==> src/rtl/usb_uart_rx16_if.sv <==
// Receiver-side bundle: line and tick inputs, consumer acknowledge, buffered frame and status flags.
interface usb_uart_rx16_if #(parameter int DBITS = 8);
  logic             tick16;
  logic             rxd;
  logic             rdack;
  logic [DBITS-1:0] rbr;
  logic             rdrdy;
  logic             ferr;
  logic             oerr;

  modport master (input tick16, rxd, rdack, output rbr, rdrdy, ferr, oerr);
  modport slave  (output tick16, rxd, rdack, input rbr, rdrdy, ferr, oerr);
endinterface

==> src/rtl/usb_uart_rx16.sv <==
// 16x-oversampling UART receiver: start-edge detect, mid-bit sampling, buffered word with ready/framing/overrun flags.
module usb_uart_rx16 #(
  parameter int DBITS = 8,
  parameter int SMID  = 7
) (
  input logic              CLK,
  input logic              rstn,
  usb_uart_rx16_if.master  bus
);
  localparam int BW = $clog2(DBITS + 1);

  typedef enum logic [1:0] {IDLE, START, DATA, STOP} state_t;

  state_t           state_r, state_s;
  logic             sync1_r, sync2_r, prev_r;
  logic [3:0]       tick_r, tick_s;
  logic [BW-1:0]    bitcnt_r, bitcnt_s;
  logic [DBITS-1:0] shift_r, shift_s, rbr_r;
  logic             rdrdy_r, ferr_r, oerr_r;
  logic             done_s;

  // two-flop synchroniser plus one cycle of history for falling-edge detection
  always_ff @(posedge CLK or negedge rstn) begin
    if (!rstn) begin
      sync1_r <= 1'b1;
      sync2_r <= 1'b1;
      prev_r  <= 1'b1;
    end else begin
      sync1_r <= bus.rxd;
      sync2_r <= sync1_r;
      prev_r  <= sync2_r;
    end
  end

  // frame state, tick/bit counters and shift register
  always_ff @(posedge CLK or negedge rstn) begin
    if (!rstn) begin
      state_r  <= IDLE;
      tick_r   <= 4'd0;
      bitcnt_r <= '0;
      shift_r  <= '0;
    end else begin
      state_r  <= state_s;
      tick_r   <= tick_s;
      bitcnt_r <= bitcnt_s;
      shift_r  <= shift_s;
    end
  end

  // next-state logic; done_s marks the stop-bit sample tick
  always_comb begin
    state_s  = state_r;
    tick_s   = tick_r;
    bitcnt_s = bitcnt_r;
    shift_s  = shift_r;
    done_s   = 1'b0;
    case (state_r)
      IDLE: begin
        if (prev_r && !sync2_r) begin
          state_s = START;
          tick_s  = 4'd0;
        end else begin
          state_s = IDLE;
        end
      end
      START: begin
        if (bus.tick16) begin
          if (tick_r == 4'(SMID)) begin
            tick_s = 4'd0;
            // a high line at mid-start is a glitch, not a frame
            if (!sync2_r) begin
              state_s = DATA;
            end else begin
              state_s = IDLE;
            end
          end else begin
            tick_s = tick_r + 4'd1;
          end
        end else begin
          tick_s = tick_r;
        end
      end
      DATA: begin
        if (bus.tick16) begin
          tick_s = tick_r + 4'd1;
          if (tick_r == 4'd15) begin
            shift_s = {sync2_r, shift_r[DBITS-1:1]};
            if (bitcnt_r == BW'(DBITS - 1)) begin
              bitcnt_s = '0;
              state_s  = STOP;
            end else begin
              bitcnt_s = bitcnt_r + BW'(1);
            end
          end else begin
            shift_s = shift_r;
          end
        end else begin
          tick_s = tick_r;
        end
      end
      STOP: begin
        if (bus.tick16) begin
          tick_s = tick_r + 4'd1;
          // leave mid-stop so the next start edge is caught on back-to-back frames
          if (tick_r == 4'd15) begin
            done_s  = 1'b1;
            state_s = IDLE;
          end else begin
            done_s = 1'b0;
          end
        end else begin
          tick_s = tick_r;
        end
      end
      default: begin
        state_s = IDLE;
      end
    endcase
  end

  // receive buffer and status flags; a completing frame takes priority over rdack
  always_ff @(posedge CLK or negedge rstn) begin
    if (!rstn) begin
      rbr_r   <= '0;
      rdrdy_r <= 1'b0;
      ferr_r  <= 1'b0;
      oerr_r  <= 1'b0;
    end else if (done_s) begin
      rbr_r   <= shift_r;
      rdrdy_r <= 1'b1;
      ferr_r  <= ~sync2_r;
      oerr_r  <= rdrdy_r & ~bus.rdack;
    end else if (bus.rdack) begin
      rdrdy_r <= 1'b0;
      ferr_r  <= 1'b0;
      oerr_r  <= 1'b0;
    end
  end

  assign bus.rbr   = rbr_r;
  assign bus.rdrdy = rdrdy_r;
  assign bus.ferr  = ferr_r;
  assign bus.oerr  = oerr_r;
endmodule
==> src/flat_wrapper.sv <==
// flat-port wrapper written by rule: the top's interface ports become plain ports
module usb_uart_rx16_flat 
#(
  parameter int DBITS = 8,
  parameter int SMID  = 7
)
  (CLK, rstn, bus_tick16, bus_rxd, bus_rdack, bus_rbr, bus_rdrdy, bus_ferr, bus_oerr);
  usb_uart_rx16_if #(.DBITS(DBITS)) bus_i ();
  input logic CLK;
  input logic rstn;
  input wire logic [$bits(bus_i.tick16)-1:0] bus_tick16;
  input wire logic [$bits(bus_i.rxd)-1:0] bus_rxd;
  input wire logic [$bits(bus_i.rdack)-1:0] bus_rdack;
  output wire logic [$bits(bus_i.rbr)-1:0] bus_rbr;
  output wire logic [$bits(bus_i.rdrdy)-1:0] bus_rdrdy;
  output wire logic [$bits(bus_i.ferr)-1:0] bus_ferr;
  output wire logic [$bits(bus_i.oerr)-1:0] bus_oerr;
  assign bus_i.tick16 = bus_tick16;
  assign bus_i.rxd = bus_rxd;
  assign bus_i.rdack = bus_rdack;
  assign bus_rbr = bus_i.rbr;
  assign bus_rdrdy = bus_i.rdrdy;
  assign bus_ferr = bus_i.ferr;
  assign bus_oerr = bus_i.oerr;
  usb_uart_rx16 #(.DBITS(DBITS), .SMID(SMID)) u_core (.CLK(CLK), .rstn(rstn), .bus(bus_i));
endmodule
==> config.mk <==
export PLATFORM = sky130hd
export DESIGN_NAME = usb_uart_rx16_flat
export DESIGN_NICKNAME = d
export VERILOG_FILES = /design/src/rtl/usb_uart_rx16_if.sv /design/src/rtl/usb_uart_rx16.sv /design/src/flat_wrapper.sv
export SDC_FILE = /design/constraint.sdc
export NUM_CORES = 1
export LEC_CHECK = 0
export ABC_AREA = 1
export CAP_MARGIN = 20
export CORE_UTILIZATION = 55
export CTS_CLUSTER_DIAMETER = 100
export DETAILED_ROUTE_END_ITERATION = 6
export GPL_TIMING_DRIVEN = 0
export PLACE_DENSITY = 0.74
export SLEW_MARGIN = 20
export SYNTH_ARGS = -nofsm -noshare
export SYNTH_HDL_FRONTEND = slang
export SYNTH_SLANG_ARGS = --single-unit
==> constraint.sdc <==
create_clock -name CLK -period 3.2 [get_ports CLK]
set_input_delay 0.32 -clock CLK [delete_from_list [all_inputs] [get_ports CLK]]
set_output_delay 0.32 -clock CLK [all_outputs]
set_load 0.01 [all_outputs]
# After elaboration in Yosys (flattened, before gate mapping)
# Index checks and enable logic that the tools add are counted.
[totals]
regBits = 32
out_inout_bits = 11
wordCells = 62
[classes]
addsub = 2
n_eq_ne = 15
muxes = 23
bitwise_logic = 3
n_reduce_logical = 8
[op_table]
columns = ["operator", "n"]
rows = [
  ["$mux 4", 5],
  ["$mux 2", 8],
  ["$ne 2x1->1 const B", 6],
  ["$pmux 4 s3", 1],
  ["$add 4x1->4 const B", 2],
  ["$eq 4x3->1 const B", 2],
  ["$mux 1", 8],
  ["$pmux 2 s4", 1],
  ["$reduce_and 7->1", 1],
  ["$ne 2x2->1 const B", 3],
  ["$reduce_and 3->1", 2],
  ["$eq 2x2->1 const B", 2],
  ["$eq 4x4->1 const B", 1],
  ["$eq 2x1->1 const B", 1],
  ["$logic_not 2->1", 1],
  ["$not 1->1", 2],
  ["$reduce_bool 2->1", 1],
  ["$reduce_or 2->1", 1],
  ["$and 1x1->1", 1],
  ["$logic_and 1x1->1", 1],
  ["$logic_not 1->1", 1],
]

# Longest topological paths before layout
# Gate-level depths: netlist of the first run.
[depth]
depth_word = 5
mapped_depth = 8

# Worst setup path after synthesis of the first run
# OpenSTA, ideal clock, no wires.
[synth_path]
kind = "flip-flop to flip-flop"
start = "register u_core.tick_r[0]"
end = "register u_core.ferr_r, in the netlist u_core.bus.ferr"
setup_ps = 119
arrival_ps = 1175
required_ps = 3081
setup_slack_ps = 1906
path_stages_with_launch = 8
path_cell_list = "dfrtp_1 > ha_1 > nand3_2 > nor2_2 > nand2_1 > buf_6 > nand3_1 > o21ai_2"
[synth_between]
elab_chain_cells = 5
elab_cells_between_ends = 6
[synth_rtl]
columns = ["item", "line", "rtl"]
rows = [
  ["start, declared", "usb_uart_rx16.sv:16", "logic [3:0] tick_r, tick_s;"],
  ["start signal, assigned", "usb_uart_rx16.sv:44", "tick_r <= tick_s;"],
  ["$eq 4x4->1 *", "usb_uart_rx16.sv:105", "if (tick_r == 4'd15) begin"],
  ["$mux 1 *", "usb_uart_rx16.sv:105", ""],
  ["$mux 1 *", "usb_uart_rx16.sv:102", "if (bus.tick16) begin"],
  ["$mux 1 *", "usb_uart_rx16.sv:57", "case (state_r)"],
  ["$mux 1 or $reduce_bool 2->1 (tied branches)", "-", ""],
  ["end signal, assigned", "usb_uart_rx16.sv:131", "ferr_r <= ~sync2_r;"],
  ["end, declared", "usb_uart_rx16.sv:19", "logic rdrdy_r, ferr_r, oerr_r;"],
]
# Every way passes the cells marked *; elsewhere a longest branch is shown, timed or not.
# A chain may end at the register's enable or synchronous reset.

# Worst setup path after layout of the first run
[layout_path]
start = "register u_core.rbr_r[1], in the netlist u_core.bus.rbr[1]"
end = "output port bus_rbr[1]"
[layout_lines]
columns = ["item", "line", "rtl"]
rows = [
  ["start, declared", "usb_uart_rx16.sv:18", "logic [DBITS-1:0] shift_r, shift_s, rbr_r;"],
  ["start signal, assigned", "usb_uart_rx16.sv:129", "rbr_r <= shift_r;"],
  ["end, declared", "flat_wrapper.sv:14", "output wire logic [$bits(bus_i.rbr)-1:0] bus_rbr;"],
]
# No word-level cell between the ends.

==> results of run 1 <==
[kinds of logic after synthesis]
family,Yosys count,share of synthesized area
AND/OR/NAND/NOR,65,0.2016
multiplexers,1,0.006981
flip-flops,32,0.5611
XOR/XNOR,2,0.01746
buffers and inverters,22,0.07592
AO/OA/AOI/OAI,26,0.1195
adder cells (fa/ha/maj),2,0.01745
[per-stage QoR]
stage | setup slack [ns] | cell area, sq um | utilization | cells
after floorplan | 1.906 | 1434 | - | 150
after global placement | 1.259 | 1622 | 0.6545 | 195
after detailed placement | 1.584 | 1617 | 0.6525 | 195
after CTS | 1.625 | 1712 | 0.6909 | 203
after global routing | 1.500 | 1712 | 0.6909 | 203
final | 1.642 | 1712 | 0.6909 | 203
[flip-flops by register name, summed over array words and instances (netlist names), named ones only]
signal and cells:
u_core.bus.rbr 8, u_core.bitcnt_r 4, u_core.shift_r 8, u_core.sync2_r 1, u_core.tick_r 4, u_core.prev_r 1
u_core.state_r 1, u_core.bus.rdrdy 1, u_core.sync1_r 1, u_core.bus.ferr 1, u_core.bus.oerr 1
[layout make-up]
type                            count  share of cell area
Buffer                              4             0.02412
Clock buffer                        7             0.03801
Clock inverter                      1             0.01754
Inverter                           18             0.03947
Multi-Input combinational cell     96              0.3041
Sequential cell                    32              0.4700
Tap cell                           30             0.02193
Timing Repair Buffer               15             0.08480
[placed cells by master (no fill, tap or decap)]
cell	n
a21oi_1	5
a21oi_2	1
buf_2	1
buf_4	1
buf_6	3
bufinv_16	1
clkbuf_4	5
clkbuf_8	2
clkdlybuf4s50_1	14
dfrtp_1	29
dfstp_2	3
ha_1	2
inv_1	16
inv_2	2
mux2i_1	1
nand2_1	44
nand2_2	2
nand3_1	13
nand3_2	1
nor2_1	2
nor2_2	1
nor2_4	2
o21ai_0	9
o21ai_1	1
o21ai_2	10
xnor2_2	1
xor2_1	1
[metal layers]
| metal | part of all wire | wire (um) |
|---|---|---|
| met5 | 0 | 0 |
| met4 | 0.022 | 55 |
| met3 | 0.052 | 129 |
| met2 | 0.49 | 1214 |
| met1 | 0.44 | 1089 |
[worst max-delay path by stage]
stage	startpoint	end	slack, ns	cells past startpoint
global route	u_core.tick_r[0]	flop	1.50	8
detailed placement	bus_tick16	flop	1.58	8
global placement	rstn	u_core.tick_r[0]	1.26	1
CTS	u_core.bus.oerr	bus_oerr	1.63	1
finish	u_core.bus.rbr[1]	bus_rbr[1]	1.64	1
floorplan	u_core.tick_r[0]	u_core.bus.ferr	1.91	7
[report_power, final]
group	switching, W	internal (W)	total [W]
logic	0.000115	0.0000630	0.000178
registers	0.0000342	0.000437	0.000471
clock network	0.000133	0.000207	0.000340
==> metrics.txt, run 1 <==
number of buffers inserted during clock tree synthesis=5; initial core utilization=0.5788; vias post-DR=1,065; clock tree root driver cell=clkbuf_4; maximum vdd drop=0.0005494 V; ranking of synthesized cells by instance count=44 x nand2_1, 29 x dfrtp_1, 16 x inv_1; family of cells with the greatest summed delay on the critical path=buffers and inverters; register cell area after layout=804.5 sq um; number of synthesized register bits=32; share of synthesized registers carrying an async set or reset=1.000; number of cell instances on the worst register-to-register path=8; gpl congestion=just under 0.8; number of flops mapped to enable cells by yosys=0; status=finished clean; number of fill cells=~210; Final Total Pwr=0.0009890 W; number of instances in the synthesized netlist=150; worst setup slack for register-to-register paths=roughly 1.7 ns; number of core rows=18; Final setup violation count=0; die outline area=around 2800 sq um; CTS tree=done; antenna violations before repair=0; leakage component of the power=0.8439 nW; Routed WL per cell=12.26 um; Die Width=53.06 um; count of final hold-check violations=0; largest net degree at the start of global routing=33; Yosys top cell by area=dfrtp_1; Core ar.=2477 sq um; Crit Reg-Reg Startpoint=u_core.tick_r[0]; antenna diode count=0; total number of yosys warnings=0; final clock period utilization by the worst path=0.4868; worst hold path type=input port to asynchronous set/reset pin; clock sink total=32; # Post-CTS Setup Buffers=0; portion of synthesized cell area occupied by the leading cell type=0.5061; wire length of the first global-routing pass=4381 um; footprint of the multi-input gates=520.5 sq um; worst-case clock buffer depth=2; total standard cell area after synthesis=1434 sq um; element type at the critical path start=flop; synth-to-layout area growth=19.37%; net total in the final layout=179; number of ports placed on the die boundary=16; count of final max-slew check failures=0; clock-pin slew on the worst setup and hold paths=0.10 ns; critical path, cell by cell=clkdlybuf4s50_1; Buf/Inv on CP=1; Die Y-Extent=53.06 um; share of synthesized area occupied by flip-flops and latches=0.5611; mean area per synthesized cell=9.559 sq um; cell with the most instances after synthesis=nand2_1; remaining global-route overflow=0; fraction of met2 tracks used by global routing=0.3671; start-to-end type of the worst setup path=flop to output port; Achievable Freq=~640 MHz; share of layout cells above drive strength 1=0.2081; RSZ-0062 raised after global routing=no; post-layout minimum cycle time=1.558 ns; Max transition margin=0.5467; largest incremental delay on the critical path=0.54 ns; count of buffers inserted at the top-level ports=15; hold buffers post-CTS=0; syn_nets=157; aggregate routed wire length=2489 um; Resize count post-CTS=0; met3 usage in global routing=0.07471; Most Crowded Layer GR=met2; PwrDens=between 500 and 600 nW/um^2; remaining routing DRC violations=0; global-route met1 utilization=0.2674; top cells by area, synth=dfrtp_1 51%, nand2_1 12%, o21ai_2 6.1%, dfstp_2 5.5%, nand3_1 4.5%; clock latency reported for the late side of the worst-skew pair=0.33 ns; most common flop cell mapped by yosys=dfrtp_1; Final Skew=between 0.004 and 0.005 ns; vias in the first global route=1,040; Detail Route Antenna Nets=0; DRT Pass-1 Iters=4; Min Hold Slack=0.01886 ns; Total Neg Setup Slack=0 ns; element type at the critical path end=output port; overall fraction of global-route tracks in use=0.2274; # H-tree levels=2; synth unique cells=22; max-capacitance violation count=0; pin slew with the least headroom to its limit=0.6800 ns; slowest cell on the critical path=clkdlybuf4s50_1; placed wire-length estimate=approximately 1800 um; Worst Path Max Fanout=2; Worst EP arrival=1.24 ns; Critical Path RT=approximately 2.9 ns; Initial DRC Count=19; vias per cell=5.246
Note: power is estimated with default switching activity, not from simulation.
==> inputs of run 2 (changes only) <==
Settings changed: CORE_UTILIZATION 55 to 54, PLACE_DENSITY 0.74 to 0.73.
Clock period 3.2 ns to 1.45 ns, I/O delays scaled along.
==> run 2 against run 1 <==
Against the previous run:
- non-clock buffer count is 1 higher
- combinational power rose by 140%
- via count decreased by 3.8%
- flip-flop and latch count unchanged
- clock skew decreased by 0.00063 ns
- clock-buffer cell count grew 1
==> metrics.txt, run 2 (synthesis results as in run 1) <==
Critical Path RT=~1.3 ns; start-to-end type of the worst setup path=flop to output port; wire length of the first global-routing pass=4002 um; vias per cell=~5.0; critical path, cell by cell=clkdlybuf4s50_1; Max transition margin=0.5426; Final setup violation count=0; leakage component of the power=about 0.84 nW; post-layout minimum cycle time=1.373 ns; Buf/Inv on CP=1; Achievable Freq=728.4 MHz; overall fraction of global-route tracks in use=0.2044; most frequent standard cell in the layout excluding fill and tap cells=nand2_1; vias post-DR=1,024; Worst EP arrival=1.23 ns; Setup WS pre-CTS=~0.00060 ns; number of ports placed on the die boundary=16; Placed Cells incl. Taps=~200; Critical Path Source=u_core.bus.rbr[7]; timing endpoint of the critical path=bus_rbr[7]; Die Y-Extent=53.53 um; Total Neg Setup Slack=0 ns; largest incremental delay on the critical path=approximately 0.54 ns; # H-tree levels=2; clock-pin slew on the worst setup and hold paths=0.09 ns; share of layout cells above drive strength 1=0.2126; worst-case clock buffer depth=2; antenna violations before repair=0; die outline area=2865 sq um; cell count of the worst hold path=1; number of fill cells=around 190; Non-Filler Cell Area, Final=1723 sq um; hold wc startpoint=bus_rxd; CP Depth=1; placed inst area=1617 sq um; worst hold path type=input port to flop; non-filler instance count after layout=204; Die Width=between 50 and 60 um; count of buffers inserted at the top-level ports=15; synth-to-layout area growth=20.16%; clock sink total=32; met3 usage in global routing=0.08475; gpl congestion=0.7583; final clock period utilization by the worst path=0.9469; endpoint of the lowest-slack register-to-register path=u_core.bus.ferr; vias in the first global route=943; initial core utilization=0.5736; Detail Route Antenna Nets=0; remaining global-route overflow=0; clock tree root driver cell=clkbuf_4; aggregate routed wire length=2331 um; worst setup slack for register-to-register paths=0.10 ns; worst-case setup margin in the final layout=0.07707 ns; Routed WL per cell=11.43 um; footprint of the multi-input gates=about 560 sq um; status=finished clean; number of buffers inserted during clock tree synthesis=5; Worst Path Max Fanout=2; element type at the critical path start=flop; Core ar.=2500 sq um; Most Crowded Layer GR=met2; element type at the critical path end=output port; register cell area after layout=804.5 sq um; remaining routing DRC violations=0; count of final max-slew check failures=0; clock latency reported for the late side of the worst-skew pair=about 0.33 ns; # Post-CTS Setup Buffers=0; CTS tree=done; antenna diode count=0; Final Skew=0.004220 ns; placed wire-length estimate=1628 um; global-route met1 utilization=0.2463; number of cell instances on the worst register-to-register path=7; PwrDens=1159 nW/um^2; family of cells with the greatest summed delay on the critical path=buffers and inverters; largest net degree at the start of global routing=33; max-capacitance violation count=0; slowest cell on the critical path=clkdlybuf4s50_1; fraction of met2 tracks used by global routing=0.3188; DRT Pass-1 Iters=4; maximum vdd drop=~0.0010 V; Crit Reg-Reg Startpoint=u_core.tick_r[0]; net total in the final layout=180; Min Hold Slack=0.2118 ns; number of core rows=18; Initial DRC Count=17; count of final hold-check violations=0; pin slew with the least headroom to its limit=a little under 0.7 ns; commonest non-fill, non-tap cells in the layout=44 x nand2_1, 29 x dfrtp_1, 16 x inv_1, 13 x nand3_1, 13 x clkdlybuf4s50_1
run 2: cell count changes in the layout (fill, tap and decap cells not counted), sizes merged:
cell	previous run	this run
clkbuf	7	8
clkdlybuf4s50	14	13
bufinv	1	0
dlymetal6s2s	0	1
dlygate4sd3	0	1
run 2: layout make-up:
| cell class | instances | area share |
|---|---|---|
| inverter | 18 | 0.03922 |
| sequential | 32 | 0.4670 |
| tap | 30 | 0.02179 |
| multi-input combinational | 96 | 0.3224 |
| clock buffer | 8 | 0.03413 |
| timing repair buffer | 16 | 0.09150 |
| buffer | 4 | 0.02397 |
run 2: routing by layer:
metal  part of all wire  up-vias
met2               0.49       19
met4              0.016        0
met5                  0        -
li1                   -      528
met1               0.46      472
met3              0.037        5
run 2: power breakdown:
group	internal, W	switching [W]
clock	0.000239	0.000282
sequential	0.000964	0.0000888
combinational	0.000163	0.000259
total	0.00137	0.000630
run 2: worst min-delay path by stage:
stage          slack (ns)                    endpoint
2_1_floorplan       -0.15  asynchronous set/reset pin
3_3_place_gp         0.35              u_core.sync2_r
3_5_place_dp         0.23           u_core.bus.rbr[3]
4_1_cts              0.19              u_core.sync1_r
5_1_grt              0.22              u_core.sync1_r
6_report             0.21              u_core.sync1_r
run 2: metrics by stage:
| stage | utilization | power [W] |
|---|---|---|
| 2_1_floorplan | - | 0.001334 |
| 3_3_place_gp | 0.6486 | 0.001424 |
| 3_5_place_dp | 0.6466 | 0.001440 |
| 4_1_cts | 0.6752 | 0.001986 |
| 5_1_grt | 0.6892 | 0.002135 |
| 6_report | 0.6892 | 0.001996 |
run 2: what timing repair did:
item                                   in CTS  in global routing
setup endpoints to repair                   1                 18
endpoints found under the hold margin      29                  0
hold buffers                                1                  0
gates resized for setup                     1                  7
pin swaps                                   0                  2
